--- config.mk ---
export PLATFORM = sky130hd
export DESIGN_NAME = switch_in_port_flat
export DESIGN_NICKNAME = d
export VERILOG_FILES = /design/src/rtl/switch_in_port_if.sv /design/src/rtl/switch_in_port.sv /design/src/flat_wrapper.sv
export SDC_FILE = /design/constraint.sdc
export NUM_CORES = 1
export LEC_CHECK = 0
export CELL_PAD_IN_SITES_DETAIL_PLACEMENT = 0
export CELL_PAD_IN_SITES_GLOBAL_PLACEMENT = 2
export CORE_UTILIZATION = 41
export DETAILED_ROUTE_END_ITERATION = 8
export GPL_ROUTABILITY_DRIVEN = 1
export PLACE_DENSITY = 0.76
export SLEW_MARGIN = 30
export SYNTH_ARGS = -nofsm -noshare
export SYNTH_HDL_FRONTEND = slang
export SYNTH_SLANG_ARGS = --single-unit
--- constraint.sdc ---
create_clock -name clk -period 3.49 [get_ports clk]
set_input_delay 0.5235 -clock clk [delete_from_list [all_inputs] [get_ports clk]]
set_output_delay 0.5235 -clock clk [all_outputs]
set_load 0.05 [all_outputs]
--- src/rtl/switch_in_port_if.sv ---
// Bundle of the byte-stream input side, the committed-packet output side,
// the status counters and the FSM debug view of one switch input port.
interface switch_in_port_if #(
   parameter int DEST_W = 2
);
   logic [7:0]        data_in;
   logic              status_in;
   logic              busy;
   logic              out_valid;
   logic              out_ready;
   logic [7:0]        out_data;
   logic [DEST_W-1:0] out_dest;
   logic              out_sop;
   logic              out_eop;
   logic [7:0]        pkt_cnt;
   logic [7:0]        drop_cnt;
   logic [1:0]        fsm_state;

   // Output handshake: a byte moves on a rising edge where out_valid && out_ready;
   // while out_valid=1 and out_ready=0 every out_* field holds its value.
   modport slave (
      input  data_in, status_in, out_ready,
      output busy, out_valid, out_data, out_dest, out_sop, out_eop,
             pkt_cnt, drop_cnt, fsm_state
   );

   modport master (
      output data_in, status_in, out_ready,
      input  busy, out_valid, out_data, out_dest, out_sop, out_eop,
             pkt_cnt, drop_cnt, fsm_state
   );
endinterface

--- src/rtl/switch_in_port.sv ---
// Switch input port: parses header/length/payload bytes into a packet buffer
// and releases a packet to the output only once its last byte is written.
module switch_in_port #(
   parameter int DEPTH  = 16,
   parameter int DEST_W = 2
) (
   input logic            clk,
   input logic            rst,
   switch_in_port_if.slave sw
);
   localparam int AW = $clog2(DEPTH);
   localparam int PW = AW + 1;
   localparam int EW = DEST_W + 10;

   typedef enum logic [1:0] {
      IDLE    = 2'd0,
      LEN     = 2'd1,
      PAYLOAD = 2'd2,
      DROP    = 2'd3
   } state_t;

   state_t            state, state_nx;
   logic [EW-1:0]     mem [DEPTH];
   logic [PW-1:0]     wr_ptr, commit_ptr, rd_ptr;
   logic [PW-1:0]     occ;
   logic [8:0]        free_cnt;
   logic [DEST_W-1:0] dest_q;
   logic [7:0]        remaining;
   logic              first_q;
   logic              commit_pend;
   logic [7:0]        pkt_cnt_q, drop_cnt_q;
   logic [EW-1:0]     rd_entry;
   logic              rd_fire;

   logic load_dest, load_len, wr_en, rewind, drop_inc, dec_rem, finish_pkt;

   // Occupancy counts uncommitted bytes too, so a packet is only admitted if it fits.
   assign occ      = wr_ptr - rd_ptr;
   assign free_cnt = 9'(DEPTH) - 9'(occ);

   always_ff @(posedge clk) begin
      if (rst) state <= IDLE;
      else     state <= state_nx;
   end

   always_comb begin
      state_nx   = state;
      load_dest  = 1'b0;
      load_len   = 1'b0;
      wr_en      = 1'b0;
      rewind     = 1'b0;
      drop_inc   = 1'b0;
      dec_rem    = 1'b0;
      finish_pkt = 1'b0;
      case (state)
         IDLE: begin
            if (sw.status_in) begin
               load_dest = 1'b1;
               state_nx  = LEN;
            end
         end
         LEN: begin
            if (sw.status_in) begin
               load_dest = 1'b1;
               drop_inc  = 1'b1;
               state_nx  = LEN;
            end else if (sw.data_in == 8'd0 || {1'b0, sw.data_in} > free_cnt) begin
               load_len = 1'b1;
               drop_inc = 1'b1;
               state_nx = (sw.data_in == 8'd0) ? IDLE : DROP;
            end else begin
               load_len = 1'b1;
               state_nx = PAYLOAD;
            end
         end
         PAYLOAD: begin
            if (sw.status_in) begin
               load_dest = 1'b1;
               rewind    = 1'b1;
               drop_inc  = 1'b1;
               state_nx  = LEN;
            end else begin
               wr_en   = 1'b1;
               dec_rem = 1'b1;
               if (remaining == 8'd1) begin
                  finish_pkt = 1'b1;
                  state_nx   = IDLE;
               end
            end
         end
         DROP: begin
            if (sw.status_in) begin
               load_dest = 1'b1;
               state_nx  = LEN;
            end else begin
               dec_rem = 1'b1;
               if (remaining <= 8'd1) state_nx = IDLE;
            end
         end
         default: state_nx = IDLE;
      endcase
   end

   // Buffer storage carries no reset; stale entries are never visible past commit_ptr.
   always_ff @(posedge clk) begin
      if (wr_en)
         mem[wr_ptr[AW-1:0]] <= {first_q, (remaining == 8'd1), dest_q, sw.data_in};
   end

   always_ff @(posedge clk) begin
      if (rst) begin
         wr_ptr      <= '0;
         commit_ptr  <= '0;
         rd_ptr      <= '0;
         dest_q      <= '0;
         remaining   <= '0;
         first_q     <= 1'b0;
         commit_pend <= 1'b0;
         pkt_cnt_q   <= '0;
         drop_cnt_q  <= '0;
      end else begin
         if (load_dest) dest_q <= sw.data_in[DEST_W-1:0];
         if (load_len) begin
            remaining <= sw.data_in;
            first_q   <= 1'b1;
         end else if (dec_rem) begin
            remaining <= remaining - 8'd1;
         end
         if (wr_en) begin
            wr_ptr  <= wr_ptr + 1'b1;
            first_q <= 1'b0;
         end
         if (rewind) wr_ptr <= commit_ptr;
         // Commit one edge after the last payload byte is written.
         commit_pend <= finish_pkt;
         if (commit_pend) begin
            commit_ptr <= wr_ptr;
            if (pkt_cnt_q != 8'hFF) pkt_cnt_q <= pkt_cnt_q + 8'd1;
         end
         if (drop_inc && drop_cnt_q != 8'hFF) drop_cnt_q <= drop_cnt_q + 8'd1;
         if (rd_fire) rd_ptr <= rd_ptr + 1'b1;
      end
   end

   assign rd_entry     = mem[rd_ptr[AW-1:0]];
   assign sw.out_valid = (rd_ptr != commit_ptr);
   assign rd_fire      = sw.out_valid && sw.out_ready;
   assign sw.out_sop   = rd_entry[EW-1];
   assign sw.out_eop   = rd_entry[EW-2];
   assign sw.out_dest  = rd_entry[DEST_W+7:8];
   assign sw.out_data  = rd_entry[7:0];
   assign sw.busy      = (wr_ptr[PW-1] != rd_ptr[PW-1]) &&
                         (wr_ptr[AW-1:0] == rd_ptr[AW-1:0]);
   assign sw.pkt_cnt   = pkt_cnt_q;
   assign sw.drop_cnt  = drop_cnt_q;
   assign sw.fsm_state = state;
endmodule

--- src/flat_wrapper.sv ---
// flat-port wrapper written by rule: the top's interface ports become plain ports
module switch_in_port_flat 
#(
   parameter int DEPTH  = 16,
   parameter int DEST_W = 2
)
  (clk, rst, sw_data_in, sw_status_in, sw_out_ready, sw_busy, sw_out_valid, sw_out_data, sw_out_dest, sw_out_sop, sw_out_eop, sw_pkt_cnt, sw_drop_cnt, sw_fsm_state);
  switch_in_port_if #(.DEST_W(DEST_W)) sw_i ();
  input logic clk;
  input logic rst;
  input wire logic [$bits(sw_i.data_in)-1:0] sw_data_in;
  input wire logic [$bits(sw_i.status_in)-1:0] sw_status_in;
  input wire logic [$bits(sw_i.out_ready)-1:0] sw_out_ready;
  output wire logic [$bits(sw_i.busy)-1:0] sw_busy;
  output wire logic [$bits(sw_i.out_valid)-1:0] sw_out_valid;
  output wire logic [$bits(sw_i.out_data)-1:0] sw_out_data;
  output wire logic [$bits(sw_i.out_dest)-1:0] sw_out_dest;
  output wire logic [$bits(sw_i.out_sop)-1:0] sw_out_sop;
  output wire logic [$bits(sw_i.out_eop)-1:0] sw_out_eop;
  output wire logic [$bits(sw_i.pkt_cnt)-1:0] sw_pkt_cnt;
  output wire logic [$bits(sw_i.drop_cnt)-1:0] sw_drop_cnt;
  output wire logic [$bits(sw_i.fsm_state)-1:0] sw_fsm_state;
  assign sw_i.data_in = sw_data_in;
  assign sw_i.status_in = sw_status_in;
  assign sw_i.out_ready = sw_out_ready;
  assign sw_busy = sw_i.busy;
  assign sw_out_valid = sw_i.out_valid;
  assign sw_out_data = sw_i.out_data;
  assign sw_out_dest = sw_i.out_dest;
  assign sw_out_sop = sw_i.out_sop;
  assign sw_out_eop = sw_i.out_eop;
  assign sw_pkt_cnt = sw_i.pkt_cnt;
  assign sw_drop_cnt = sw_i.drop_cnt;
  assign sw_fsm_state = sw_i.fsm_state;
  switch_in_port #(.DEPTH(DEPTH), .DEST_W(DEST_W)) u_core (.clk(clk), .rst(rst), .sw(sw_i));
endmodule
==> impl_results.md <==
- Row Count: 57
- Worst vdd ir: 0.2487 mV
- Final setup viols: 0
- Placer Congestion: 0.7943
- I/O pin count: 44
- DR vias: 5649
- FF-to-FF End: u_core.sw.drop_cnt[5]
- Clk pin slew, worst setup/hold paths: 0.06 ns
- Worst-Margin Slew: 0.5849 ns
- Final hold viol count: 0
- Global-route usage over all layers: 18.05%
- Slew HR: 60.82%
- Initial Util: 41.77%
- Asr flop ratio synth: 0%
- Footprint of the multi-input gates: 3272 µm²
- CTS Sinks: 241
- 1st-pass router iterations: 5
- F_max: 0.2962 GHz
- Pwr/cell area: 504.5 nW/µm²
- Syn_area_per_cell: 16.50 µm²
- Tmin final: 3.376 ns
- Die Wd: 159.2 µm
- Largest net degree at the start of global routing: 50
- TritonCTS buffer count: 26
- Vias/cell: 5.375
- Sequential Area: 6753 µm²
- Worst Hold Depth: 2
- Hold EP: u_core.sw.drop_cnt[2]
- WL/cell: 21.32 µm
- Cell taking the most area after synthesis: edfxtp_1
- Starting DRT DRC Count: 423
- Cell Area, Synth: 10130 µm²
- Post-place setup slack: -0.03325 ns
- Leak: 4.050 nW
- Post-synth cell types: 49
- Critical Path AT: 2.85 ns
- Post-Route Utilization: 49.85%
- Most common cell in the netlist: edfxtp_1
- Design area: 12090 µm²
- Root buffer cell: clkbuf_16
- Hold Crit Class: input port to register
- Port bufs: 43
- Max-slew violation count: 0
- Die area: 25340 µm²
- Max-cap viol count: 0
- Mapped Cells: 614
- Worst Clk Skew: 0.01357 ns
- Vias in the first global route: 5720
- Final non-filler cell total: 1051
- Proportion of layout cells with a drive suffix above 1: 24.35%
- Final Power: 6.098 mW
- H-tree levels: 1
- DP Area: 11160 µm²
- Setup total negative slack: 0 ns
- Most frequent cells after synthesis: edfxtp_1, mux4_2, nor2_1
- CP Max Fanout: 19
- Clk_lat worst skew: 0.53 ns
- Sequential area share after synthesis: 66.61%
- Worst R2R Path Depth: 16
- Post-synth EDFFs: 192
- Worst setup path class: register to primary output
- # DRC: 0
- Filler cells: 2014
- HPWL after detailed placement: 13930 µm
- Final ANT Viol Nets: 0
- Final nets: 748
- Hold Slack: 0.4778 ns
- Most used DFF post-synth: edfxtp_1
- First-pass GRT wire length: 34440 µm
- Initial antenna violation count: 0
- Worst EP required: 2.97 ns
- Placed cells: 1000
- Yosys warning count: 0
- Top post-synthesis cells by area: edfxtp_1, mux4_2, dfxtp_1, ha_1, nor2_1
- Hold_sp: rst
- Grt ovf: 0
- Number of synthesized register bits: 241
- Reg-to-Reg Start: u_core.wr_ptr[0]
- RSZ-0062 raised after global routing: true
- Worst setup margin: 0.1140 ns
- Post-Route WL: 22410 µm
- Clock tree buffer depth: 3
- Syn nets: 655
- Area of the core: 24250 µm²
- Crit start category: register
- Synth top area share: 56.92%
- Status: complete, no violations
- Die Span Y: 159.2 µm
- Crit. End Element: primary output
- Worst reg2reg setup slack: 0.20 ns
- Ant. Diodes: 0
- Area Overhead vs Synth: 19.33%
- CTS tree: done
- Final Cycle Share: 96.73%
-- registers in the layout, summed over array words and instances, names as in the netlist, named ones only --
name                 flops
u_core.mem             192
u_core.remaining         8
u_core.sw.drop_cnt       8
u_core.sw.pkt_cnt        8
u_core.commit_ptr        5
u_core.rd_ptr            5
u_core.wr_ptr            5
u_core.dest_q            2
u_core.sw.fsm_state      2
u_core.commit_pend       1
u_core.first_q           1
-- power breakdown --
part           total (mW)  internal (mW)  leakage, nW  switching (mW)
Combinational       0.267          0.102         1.50           0.165
Sequential           3.15           3.12         2.13          0.0268
Clock                2.69           1.58        0.414            1.10
Total                6.10           4.80         4.05            1.29
-- repair_timing --
action	4_1_cts	5_1_grt
cloned	0	0
endpoints found under the setup margin	3	10
resized for setup	0	15
setup buffers	1	2
pin swaps	0	7
hold buffers	0	0
-- layout by cell type (no fill, tap or decap), types with 5 or more instances in the layout --
master	netlist	routed
a211oi_1	7	7
a21oi_1	14	13
and2_1	15	15
and3_1	8	8
buf_4	0	56
clkbuf_16	0	26
clkdlybuf4s50_1	0	31
clkinv_1	0	5
clkinv_2	0	5
dfxtp_1	49	46
edfxtp_1	192	192
ha_1	28	26
inv_1	17	17
mux2i_1	10	10
mux4_2	60	60
nand2_1	15	14
nand3_1	10	10
nand4_1	10	10
nor2_1	56	56
nor2b_1	7	7
nor3_1	8	8
xnor2_1	15	15
xor2_1	15	13
-- cell type report --
| type | instances | share of cell area (%) |
|---|---|---|
| clock buffers | 32 | 5.818 |
| clock inverters | 16 | 1.211 |
| inverters | 17 | 0.5279 |
| multi-input cells | 333 | 27.07 |
| flip-flops and latches | 241 | 55.87 |
| well taps | 324 | 3.354 |
| repair buffers | 88 | 6.149 |
-- critical path, stage by stage (launching register included) --
cell,delay (ns)
dfxtp_4,0.58
mux4_2,0.57
mux4_2,0.47
clkdlybuf4s50_1,0.71
-- worst max-delay path by stage --
stage | start | end | slack, ns | cells after the start
after floorplan | u_core.wr_ptr[0] | u_core.sw.drop_cnt[5] | 0.01 | 15
after global placement | u_core.wr_ptr[0] | u_core.sw.drop_cnt[5] | 0.07 | 15
after detailed placement | u_core.wr_ptr[0] | u_core.sw.drop_cnt[5] | -0.03 | 15
after CTS | u_core.wr_ptr[0] | u_core.sw.drop_cnt[5] | 0.01 | 16
after global routing | register | sw_out_eop | -0.002 | 4
final | register | sw_out_data[1] | 0.11 | 3
-- kinds of logic (layout without fill, tap and decap cells) --
kind of cell / Yosys count / in the layout / synth area share, %
flip-flops: 241 / 241 / 66.61
AND/OR/NAND/NOR: 155 / 155 / 7.931
multiplexers: 74 / 74 / 14.77
AO/OA/AOI/OAI: 45 / 45 / 2.916
buffers and inverters: 40 / 153 / 1.519
XOR/XNOR: 30 / 30 / 2.594
adder cells (fa/ha/maj): 29 / 29 / 3.657
-- layer usage --
metal	share of wire [%]	vias up	GRT usage, %
met3	4.4	31	2.657
met1	43	2889	24.40
met2	51	151	30.86
met4	1.8	0	4.240
met5	0	-	0
li1	-	2578	-
No activity file was read; power rests on OpenSTA's default activity.
==> RTL edit (config.mk and constraints unchanged) <==
`DEST_W` is set to 2 in 3 places; all go to 4.
--- a/src/rtl/switch_in_port_if.sv
+++ b/src/rtl/switch_in_port_if.sv
@@ -2,5 +2,5 @@
 // the status counters and the FSM debug view of one switch input port.
 interface switch_in_port_if #(
-   parameter int DEST_W = 2
+   parameter int DEST_W = 4
 );
    logic [7:0]        data_in;
--- a/src/rtl/switch_in_port.sv
+++ b/src/rtl/switch_in_port.sv
@@ -3,5 +3,5 @@
 module switch_in_port #(
    parameter int DEPTH  = 16,
-   parameter int DEST_W = 2
+   parameter int DEST_W = 4
 ) (
    input logic            clk,
--- a/src/flat_wrapper.sv
+++ b/src/flat_wrapper.sv
@@ -3,5 +3,5 @@
 #(
    parameter int DEPTH  = 16,
-   parameter int DEST_W = 2
+   parameter int DEST_W = 4
 )
   (clk, rst, sw_data_in, sw_status_in, sw_out_ready, sw_busy, sw_out_valid, sw_out_data, sw_out_dest, sw_out_sop, sw_out_eop, sw_pkt_cnt, sw_drop_cnt, sw_fsm_state);
Interface: changed (resized sw_out_dest); port bits go from 44 to 46. No check against the original RTL was run, so the function may have changed too.
==> RTL edit against the original RTL <==
The run now ends with setup timing left. Area after synthesis rose by 13%. Die area increased by 12%. Maximum frequency shrank 5.2%. Routed wire length rose by 11%. Worst setup slack got worse by 0.18 ns. Design area grew 14%. Sequential cell count up 34. Register-to-register slack got worse by 0.27 ns. First-iteration DRC count up 13%. Utilization grew 0.97 points. Total power rose by 14%. Global-route usage is essentially flat. Critical path type is now reg -> reg. Largest cell class unchanged.
==> RTL edit: results <==
metrics = {
    "synthesis": {
        "synthTopCellsByCount": "224 x edfxtp_1, 70 x mux4_2, 56 x nor2_1",
        "synth_area_leaders": "edfxtp_1 59%, mux4_2 14%, dfxtp_1 9.0%",
        "synthesis.nets": 697,
        "synth_cell_types": 51,
    },
    "outcome": {
        "violations": "setup timing",
        "status": "complete, but fails checks",
    },
    "finish": {
        "largest_reg_flops": 224,
        "drive_above_1_share_pct": 26.79,
        "final_nets": 803,
    },
    "sta": {
        "skew_ns": 0.01418,
        "layout_setup_ws_ns": -0.07004,
        "hold_ws_ns": 0.4980,
        "setup_viol": 5,
    },
    "worst_setup_path": {
        "end_kind": "flip-flop",
        "worstPathArrival_ns": 3.99,
        "worstRegToRegCells": 15,
        "crit_fanout": 5,
        "reg2reg_to": "u_core.sw.drop_cnt[3]$_SDFFE_PP0P_",
    },
    "clocking": {
        "clkLatencyLatePin_ns": 0.55,
    },
    "power": {
        "power.leakage_nw": 4.592,
        "vdd_drop_max_v": 0.0003496,
        "internal-power_mw": 5.479,
    },
    "place": {
        "place_area_um2": 12720,
        "place_congestion": 0.8019,
        "port_buffers": 45,
        "hpwl_um": 15750,
    },
    "global_routing": {
        "grt_max_degree": 57,
    },
    "routing": {
        "drt_iter0_drc": 479,
        "firstDrtPassIters": 4,
    },
    "worst_hold_path": {
        "min_to": "u_core.remaining[1]$_SDFFE_PP0P_",
    },
}
## RTL edit: area by class of cell
class,instances,area (µm²)
tap,372,465.4
inverter,18,70.07
sequential,275,7757
multi-input combinational,334,3596
fill,2222,13330
clock inverter,13,141.4
timing repair buffer,104,923.4
clock buffer,40,817.0
## RTL edit: stage by stage
step	setup TNS [ns]	std cells
4_1_cts	-0.2915	1156
6_report	-0.1998	1156
5_1_grt	-1.906	1156
3_5_place_dp	-1.025	1098
2_1_floorplan	-0.2899	656
3_3_place_gp	-0.1056	1098
## RTL edit: worst reg2reg max path, stage by stage (launching register included)
cell and delay [ns]:
dfxtp_4 0.35, inv_4 0.04, ha_4 0.15, fa_2 0.37, nand2b_4 0.16, a21oi_4 0.13, xor2_2 0.20, xnor2_1 0.10
ha_1 0.30, nand4_1 0.14, o221ai_2 0.21, a41oi_2 0.12, or2b_4 0.28, a221oi_4 0.36, and3_4 0.24, mux2_4 0.29
## RTL edit: power by group through the flow
stage               registers (mW)  logic [mW]  clock network, mW
finish                        3.61       0.291               3.03
global route                  3.61       0.320               3.23
CTS                           3.61       0.294               3.10
detailed placement            3.68       0.286                  0
global placement              3.67       0.273                  0
floorplan                     3.69       0.153                  0
## RTL edit: logic make-up after synthesis
family | share of synthesized area, %
mux | 15.45
fa+ha+maj | 3.247
compound gates | 2.666
flops | 67.93
xor+xnor | 2.227
simple gates | 6.791
buf+inv | 1.689
## RTL edit: how the worst max path moves through the flow
stage	start	to	slack [ns]
after floorplan	u_core.wr_ptr[0]$_SDFFE_PP0P_	u_core.sw.drop_cnt[5]$_SDFFE_PP0P_	-0.11
after global placement	u_core.wr_ptr[0]$_SDFFE_PP0P_	u_core.sw.drop_cnt[5]$_SDFFE_PP0P_	-0.05
after detailed placement	u_core.wr_ptr[0]$_SDFFE_PP0P_	u_core.sw.drop_cnt[3]$_SDFFE_PP0P_	-0.20
after CTS	u_core.wr_ptr[0]$_SDFFE_PP0P_	u_core.sw.drop_cnt[3]$_SDFFE_PP0P_	-0.08
after global routing	u_core.wr_ptr[0]$_SDFFE_PP0P_	u_core.sw.drop_cnt[5]$_SDFFE_PP0P_	-0.27
final	u_core.wr_ptr[0]$_SDFFE_PP0P_	u_core.sw.drop_cnt[3]$_SDFFE_PP0P_	-0.07
## RTL edit: layer usage
layer	part of all wire [%]	GRT usage, %	routed length (µm)
met4	2.2	5.296	546
met3	5.7	2.642	1420
met5	0	0	0
met1	42	24.16	10520
met2	50	30.65	12420
## RTL edit: repair_timing
| item | in CTS | in global routing |
|---|---|---|
| gates cloned | 0 | 0 |
| endpoints found under the hold margin | 0 | 0 |
| resized for setup | 17 | 8 |
| setup endpoints to repair | 20 | 8 |
| pin swaps | 11 | 3 |
| setup buffers | 5 | 1 |
| hold buffers | 0 | 0 |
